**config.mk**
```make
export PLATFORM = sky130hd
export DESIGN_NAME = sram_read_port_ctrl_flat
export DESIGN_NICKNAME = d
export VERILOG_FILES = /design/src/rtl/sram_read_port_ctrl_if.sv /design/src/rtl/sram_read_port_ctrl.sv /design/src/flat_wrapper.sv
export SDC_FILE = /design/constraint.sdc
export NUM_CORES = 1
export LEC_CHECK = 0
export ABC_AREA = 1
export CORE_MARGIN = 1.5
export CORE_UTILIZATION = 36
export DETAILED_ROUTE_END_ITERATION = 12
export PLACE_DENSITY = 0.72
export SYNTH_ARGS = -nofsm -noshare
export SYNTH_HDL_FRONTEND = slang
export SYNTH_SLANG_ARGS = --single-unit
```
**constraint.sdc**
```tcl
create_clock -name clock -period 4.4 [get_ports clock]
set_input_delay 0.88 -clock clock [delete_from_list [all_inputs] [get_ports clock]]
set_output_delay 0.88 -clock clock [all_outputs]
set_load 0.05 [all_outputs]
```
**src/rtl/sram_read_port_ctrl_if.sv**
```systemverilog
// sram_read_port_ctrl_if: read-request, write and read-response channels of sram_read_port_ctrl.
interface sram_read_port_ctrl_if #(
   parameter int ADDR_WIDTH = 10,
   parameter int DATA_WIDTH = 32,
   parameter int MASK_WIDTH = 4
);
   logic                  req_valid;
   logic                  req_ready;
   logic [ADDR_WIDTH-1:0] req_addr;
   logic                  wr_valid;
   logic [ADDR_WIDTH-1:0] wr_addr;
   logic [DATA_WIDTH-1:0] wr_data;
   logic [MASK_WIDTH-1:0] wr_mask;
   logic                  resp_valid;
   logic                  resp_ready;
   logic [DATA_WIDTH-1:0] resp_data;
   modport master (
      output req_valid, req_addr, wr_valid, wr_addr, wr_data, wr_mask, resp_ready,
      input  req_ready, resp_valid, resp_data
   );
   modport slave (
      input  req_valid, req_addr, wr_valid, wr_addr, wr_data, wr_mask, resp_ready,
      output req_ready, resp_valid, resp_data
   );
endinterface

```
**src/rtl/sram_read_port_ctrl.sv**
```systemverilog
// sram_read_port_ctrl: valid/ready read front-end for a 1R1W SRAM macro with a 2-entry response buffer
// and same-cycle write-to-read forwarding.
module sram_read_port_ctrl #(
   parameter int ADDR_WIDTH = 10,
   parameter int DATA_WIDTH = 32,
   parameter int MASK_WIDTH = 4
) (
   input  logic                  clock,
   input  logic                  reset,
   sram_read_port_ctrl_if.slave  bus,
   output logic                  sram_R0_en,
   output logic [ADDR_WIDTH-1:0] sram_R0_addr,
   input  logic [DATA_WIDTH-1:0] sram_R0_data,
   output logic                  sram_W0_en,
   output logic [ADDR_WIDTH-1:0] sram_W0_addr,
   output logic [DATA_WIDTH-1:0] sram_W0_data,
   output logic [MASK_WIDTH-1:0] sram_W0_mask,
   output logic [15:0]           fwd_count
);
   logic [DATA_WIDTH-1:0] fifo [2];
   logic                  wp;
   logic                  rp;
   logic [1:0]            count;
   logic                  inflight;
   logic                  hit;
   logic [DATA_WIDTH-1:0] hit_data;
   logic [MASK_WIDTH-1:0] hit_mask;
   logic [DATA_WIDTH-1:0] cap;
   logic [1:0]            occupancy;
   logic                  fire_req;
   logic                  collide;
   logic                  empty;
   logic                  push;
   logic                  pop;

   // Readiness depends only on registered occupancy, never on resp_ready.
   assign occupancy     = count + {1'b0, inflight};
   assign bus.req_ready = !reset && occupancy < 2'd2;
   assign fire_req      = bus.req_valid && bus.req_ready;
   assign collide       = fire_req && bus.wr_valid && bus.wr_addr == bus.req_addr;

   assign sram_R0_en   = fire_req;
   assign sram_R0_addr = bus.req_addr;
   assign sram_W0_en   = bus.wr_valid && !reset;
   assign sram_W0_addr = bus.wr_addr;
   assign sram_W0_data = bus.wr_data;
   assign sram_W0_mask = bus.wr_mask;

   always_comb begin
      cap = sram_R0_data;
      for (int i = 0; i < MASK_WIDTH; i++)
         if (hit && hit_mask[i]) cap[8*i +: 8] = hit_data[8*i +: 8];
   end

   // An empty buffer lets the returning word fall straight through to the response.
   assign empty          = count == 2'd0;
   assign bus.resp_valid = !reset && (!empty || inflight);
   assign bus.resp_data  = empty ? cap : fifo[rp];
   assign pop            = bus.resp_valid && bus.resp_ready && !empty;
   assign push           = inflight && !(empty && bus.resp_ready);

   always_ff @(posedge clock) begin
      if (reset) begin
         count     <= 2'd0;
         wp        <= 1'b0;
         rp        <= 1'b0;
         inflight  <= 1'b0;
         hit       <= 1'b0;
         fwd_count <= 16'd0;
      end else begin
         count    <= count + {1'b0, push} - {1'b0, pop};
         wp       <= wp ^ push;
         rp       <= rp ^ pop;
         inflight <= fire_req;
         hit      <= collide;
         if (collide && fwd_count != 16'hFFFF) fwd_count <= fwd_count + 16'd1;
      end
   end

   always_ff @(posedge clock) begin
      hit_data <= bus.wr_data;
      hit_mask <= bus.wr_mask;
      if (push) fifo[wp] <= cap;
   end
endmodule

```
**src/flat_wrapper.sv**
```systemverilog
// flat-port wrapper written by rule: the top's interface ports become plain ports
module sram_read_port_ctrl_flat 
#(
   parameter int ADDR_WIDTH = 10,
   parameter int DATA_WIDTH = 32,
   parameter int MASK_WIDTH = 4
)
  (clock, reset, sram_R0_en, sram_R0_addr, sram_R0_data, sram_W0_en, sram_W0_addr, sram_W0_data, sram_W0_mask, fwd_count, bus_req_valid, bus_req_addr, bus_wr_valid, bus_wr_addr, bus_wr_data, bus_wr_mask, bus_resp_ready, bus_req_ready, bus_resp_valid, bus_resp_data);
  sram_read_port_ctrl_if #(.ADDR_WIDTH(ADDR_WIDTH), .DATA_WIDTH(DATA_WIDTH), .MASK_WIDTH(MASK_WIDTH)) bus_i ();
  input  logic clock;
  input  logic reset;
  output logic sram_R0_en;
  output logic [ADDR_WIDTH-1:0] sram_R0_addr;
  input  logic [DATA_WIDTH-1:0] sram_R0_data;
  output logic sram_W0_en;
  output logic [ADDR_WIDTH-1:0] sram_W0_addr;
  output logic [DATA_WIDTH-1:0] sram_W0_data;
  output logic [MASK_WIDTH-1:0] sram_W0_mask;
  output logic [15:0] fwd_count;
  input wire logic [$bits(bus_i.req_valid)-1:0] bus_req_valid;
  input wire logic [$bits(bus_i.req_addr)-1:0] bus_req_addr;
  input wire logic [$bits(bus_i.wr_valid)-1:0] bus_wr_valid;
  input wire logic [$bits(bus_i.wr_addr)-1:0] bus_wr_addr;
  input wire logic [$bits(bus_i.wr_data)-1:0] bus_wr_data;
  input wire logic [$bits(bus_i.wr_mask)-1:0] bus_wr_mask;
  input wire logic [$bits(bus_i.resp_ready)-1:0] bus_resp_ready;
  output wire logic [$bits(bus_i.req_ready)-1:0] bus_req_ready;
  output wire logic [$bits(bus_i.resp_valid)-1:0] bus_resp_valid;
  output wire logic [$bits(bus_i.resp_data)-1:0] bus_resp_data;
  assign bus_i.req_valid = bus_req_valid;
  assign bus_i.req_addr = bus_req_addr;
  assign bus_i.wr_valid = bus_wr_valid;
  assign bus_i.wr_addr = bus_wr_addr;
  assign bus_i.wr_data = bus_wr_data;
  assign bus_i.wr_mask = bus_wr_mask;
  assign bus_i.resp_ready = bus_resp_ready;
  assign bus_req_ready = bus_i.req_ready;
  assign bus_resp_valid = bus_i.resp_valid;
  assign bus_resp_data = bus_i.resp_data;
  sram_read_port_ctrl #(.ADDR_WIDTH(ADDR_WIDTH), .DATA_WIDTH(DATA_WIDTH), .MASK_WIDTH(MASK_WIDTH)) u_core (.clock(clock), .reset(reset), .bus(bus_i), .sram_R0_en(sram_R0_en), .sram_R0_addr(sram_R0_addr), .sram_R0_data(sram_R0_data), .sram_W0_en(sram_W0_en), .sram_W0_addr(sram_W0_addr), .sram_W0_data(sram_W0_data), .sram_W0_mask(sram_W0_mask), .fwd_count(fwd_count));
endmodule
```
Word level (Yosys, flattened, before mapping)
Memory sizes are Yosys's and may differ from the RTL's. A register that Yosys moved wholly into a read port is not among the register bits.
Cells that the tools add are included.
{"block": "totals", "register_bits": 58, "latchBits": 0, "mem_bits_rw": 64, "romBits": 0, "output_inout_bits": 108, "memories": 1}
{"name": "u_core.fifo", "depth": 2, "width": 32, "read_ports": 1, "rd_ports_with_merged_regs": 1, "wr": 1, "line": "sram_read_port_ctrl.sv:20", "source": "logic [DATA_WIDTH-1:0] fifo [2];"}
{"block": "classes", "add_sub_neg": 4, "mul": 0, "div_mod_pow": 0, "magnitude_cmp": 1, "n_eq_ne": 2, "n_shift": 0, "n_mux": 8, "bitwise_logic": 2, "reduce_logical": 20}
{"cell": "$mux W32", "n": 1}
{"cell": "$mux W8", "n": 4}
{"cell": "$add A16 B1 Y16 const B", "n": 1}
{"cell": "$ne A16 B16 Y1 const B", "n": 1}
{"cell": "$logic_and A1 B1 Y1", "n": 15}
{"cell": "$eq A10 B10 Y1", "n": 1}
{"cell": "$add A2 B1 Y2", "n": 2}
{"cell": "$logic_not A1 Y1", "n": 3}
{"cell": "$mux W1", "n": 3}
{"cell": "$logic_not A2 Y1", "n": 1}
{"cell": "$lt A2 B2 Y1 const B", "n": 1}
{"cell": "$sub A2 B1 Y2", "n": 1}
{"cell": "$xor A1 B1 Y1", "n": 2}
{"cell": "$logic_or A1 B1 Y1", "n": 1}

Logic depth before layout (Yosys ltp)
{"block": "depth", "ltp_word": 8, "ltp_mapped": 12, "mapped_depth_nobuf": 12}

Least setup slack after synthesis
No wires, ideal clock.
{"block": "synth_timing", "path_kind": "reg2out", "startpoint": "register, netlist name u_core.rp", "endpoint": "output bus_resp_data[13]", "arrival_time_ns": 2.044, "slack_ns": 1.476, "path_stages_with_launch": 5, "path_cell_list": "dfxtp_1 -> clkbuf_1 -> clkbuf_1 -> nor2_1 -> o31ai_1"}
{"item": "end: declaration", "line": "flat_wrapper.sv:29", "source": "output wire logic [$bits(bus_i.resp_data)-1:0] bus_resp_data;"}

Worst setup path after layout
{"block": "layout_timing", "startpoint": "input reset", "endpoint": "output sram_R0_en"}
{"block": "layout_between", "elab_chain_len": 3}
{"item": "start: declaration", "line": "flat_wrapper.sv:11", "source": "input logic reset;"}
{"item": "$logic_not A1 Y1", "line": "sram_read_port_ctrl.sv:38", "source": "assign bus.req_ready = !reset && occupancy < 2'd2;"}
{"item": "$logic_and A1 B1 Y1", "line": "sram_read_port_ctrl.sv:38"}
{"item": "$logic_and A1 B1 Y1", "line": "sram_read_port_ctrl.sv:39", "source": "assign fire_req = bus.req_valid && bus.req_ready;"}
{"item": "end: declaration", "line": "flat_wrapper.sv:12", "source": "output logic sram_R0_en;"}
No other way between the ends.

==> results.toml <==
[run_status]
outcome = "finished clean"

[finish]
area_growth_pct = 41.1
final_util_pct = 52.0
diodes = 0
final_nets = 867
stdcell_area_mm2 = 0.00822
fill_cells = 1473
layout-drive-gt1-share_pct = 8.82

[hold_path]
hold_end = "u_core.fwd_count[4]"
hp-start = "u_core.fwd_count[4]"
hold_depth = 2
worstHoldPathType = "register to register"

[placed_design]
dpl.hpwl_um = 9770
placement.io_buffers = 200
placed_area_mm2 = 0.00764
routabilityCongestion = 0.795

[yosys]
syn-num-nets = 716
synth_edf_count = 64
synth_area_leaders = "edfxtp_1 (33%), dfxtp_1 (20%), nand2_1 (7.9%)"
synth_mux_area_share_pct = 5.67
synth.cell_area_mm2 = 0.00583
synth_area_per_cell_um2 = 9.43
syn-instance-count = 618
synth_top_family_by_area = "simple AND/OR/NAND/NOR gates"
async_reset_ff_share_pct = 0
ys_seq_area_share_pct = 52.9
yosysWarnings = 0
yosys.area_share.adder_pct = 1.07
netlist.area_leader.share_pct = 33.0
synth_cell_types = 34
synth_compound_gate_area_share_pct = 7.04
synth_top_area_cell = "edfxtp_1"
synth-simple-area-share_pct = 17.5
synth_ff_type = "edfxtp_1"
synthXorXnorAreaFrac_pct = 2.10
synth-seq-cells = 122

[setup_path]
worst-r2r-cell-count = 4
crit_fanout = 18
timing.rr.start = "u_core.count[1]"
crit_top_cell = "clkdlybuf4s50_1"
end_kind = "output port"
r2r-end = "u_core.fifo[0][2]"
crit_path_start_kind = "input port"
path_class = "input port to output port"
path_cells = "clkdlybuf4s50_1 -> inv_2 -> nand3_2 -> nor2_4 -> clkdlybuf4s50_1"
required_ps = 3520
slowest_delay_ps = 840
rrSetupSlack_ps = 2170
worstPathArrival_ps = 2950
cp_slowest_cell = "clkdlybuf4s50_1"

[power]
p_seq_share_pct = 34.5
cellLeakagePower_nw = 3.65
irDropWorstVdd_mv = 0.266
swShare_pct = 32.9
p_int_mw = 2.48
combinationalPowerShare_pct = 28.9
p_per_area_mw_per_mm2 = 449
clkPwrFrac_pct = 36.5
p_sw_mw = 1.21

[sta]
worst_pin_slew_ps = 886
fin_crit_sh_pct = 87.0
rsz0062_at_grt = "false"
setup_tns_ps = 0
max_freq_ghz = 0.261
min_period_ps = 3830
finalMaxSlewViolations = 0
finalSetupViolCount = 0
slew_headroom_pct = 40.9
fin_skew_ps = 8.80
hold_viol = 0

[cts]
cts_tree = "built"
cts_hold_buffers = 0
cts.clk_slew.worst_paths_ps = 60
cts_resized = 0
insertion_delay_ps = 410
ctsLongestPathBuffers = 2
htreeDepth = 4
cts_buffers = 17
clock_sinks = 122
root_buffer = "clkbuf_16"
cts_setup_buffers = 0

[die]
ios = 201
die_w_um = 130
start_util_pct = 36.8
dieArea_mm2 = 0.0170
core_area_mm2 = 0.0158
fp.dieH_um = 130
std_cell_rows = 46

[routing]
wirelength_um = 13600
post_drt_via_cell_ratio = 4.47
antenna_left = 0
first_pass_iters = 4
drc_errors = 0
routed-via-count = 4465
drtIter0Drc = 197
avgRoutedWirePerCell_um = 13.7

[global_route]
antenna_found_initial = 0
grt_max_degree = 45
grt_overflow = 0
grt_pass1_wl_um = 21000
grt_usage_pct = 16.3
grt_pass1_vias = 4368

[flow_run]
maxCapViolations = 0
[layout make-up]
type | instances | area [µm²] | share of cell area (%)
Clock buffer | 20 | 457 | 5.55
Sequential cell | 122 | 3080 | 37.5
Multi-Input combinational cell | 344 | 1960 | 23.8
Tap cell | 216 | 270 | 3.29
Inverter | 80 | 300 | 3.65
Clock inverter | 12 | 123 | 1.49
Timing Repair Buffer | 204 | 2030 | 24.7
[logic make-up after synthesis]
logic type / count (synthesis)
xor gates and xnor gates: 14
adders and majority gates: 5
AOI/OAI and AO/OA: 66
DFF: 122
muxes: 32
and+or+nand+nor: 227
buffers and inverters: 152
[cells in the mapped netlist (all sizes together) (9+ instances only)]
library cell,count
a22oi,24
a21oi,28
inv,79
mux2i,24
nand2,125
nor2,78
clkbuf,9
nand3,12
xor2,11
dfxtp,58
edfxtp,64
buf,63
[registers in the layout, summed over array words and instances (netlist names)]
name              cells
u_core.inflight       1
u_core.fwd_count     16
u_core.wp             1
u_core.hit_mask       4
u_core.fifo          64
u_core.count          2
u_core.hit_data      32
u_core.hit            1
u_core.rp             1
[layout by cell type (no fill, tap or decap), drive strengths merged]
master / count
clkbuf: 20
inv: 80
nand4: 4
mux2: 8
o31ai: 8
or2: 1
a22oi: 24
mux2i: 24
xor2: 11
dfxtp: 58
a21oi: 28
clkinv: 8
buf: 4
clkdlybuf4s50: 200
clkinvlp: 2
o21ai: 6
ha: 5
nand3: 12
nand2: 125
nor2: 78
nand3b: 3
xnor2: 3
bufinv: 2
nor3: 4
edfxtp: 64
[stage by stage]
stage	hold slack (ps)	power, mW	setup WS [ps]	std cells
after floorplan	515	2.01	1480	618
after global placement	514	2.37	608	966
after detailed placement	526	2.37	573	966
after CTS	533	3.74	571	998
after global routing	573	3.84	471	998
final	531	3.69	572	998
[power groups by stage]
stage                     Combinational, mW  Sequential (mW)  Clock (mW)
after floorplan                       0.723             1.29           0
after global placement                 1.07             1.30           0
after detailed placement               1.08             1.30           0
after CTS                              1.08             1.28        1.38
after global routing                   1.13             1.28        1.43
final                                  1.07             1.27        1.35
[routing by layer]
layer	vias up	track usage, %	wire length [µm]
li1	2268	-	-
met1	2027	18.9	5860
met2	149	28.1	6860
met3	21	3.98	684
met4	0	7.71	246
met5	-	0	0
[critical path, delay by kind of cell]
| kind | cells | cell delay, ps |
|---|---|---|
| simple gates | 2 | 360 |
| buf+inv | 3 | 1700 |
[how the worst max path moves through the flow]
stage	from	to
CTS	reset	sram_R0_en
detailed placement	reset	sram_R0_en
global placement	reset	sram_R0_en
floorplan	u_core.rp	bus_resp_data[13]
global route	reset	sram_R0_en
finish	reset	sram_R0_en
Note: power is estimated with default switching activity, not from simulation.
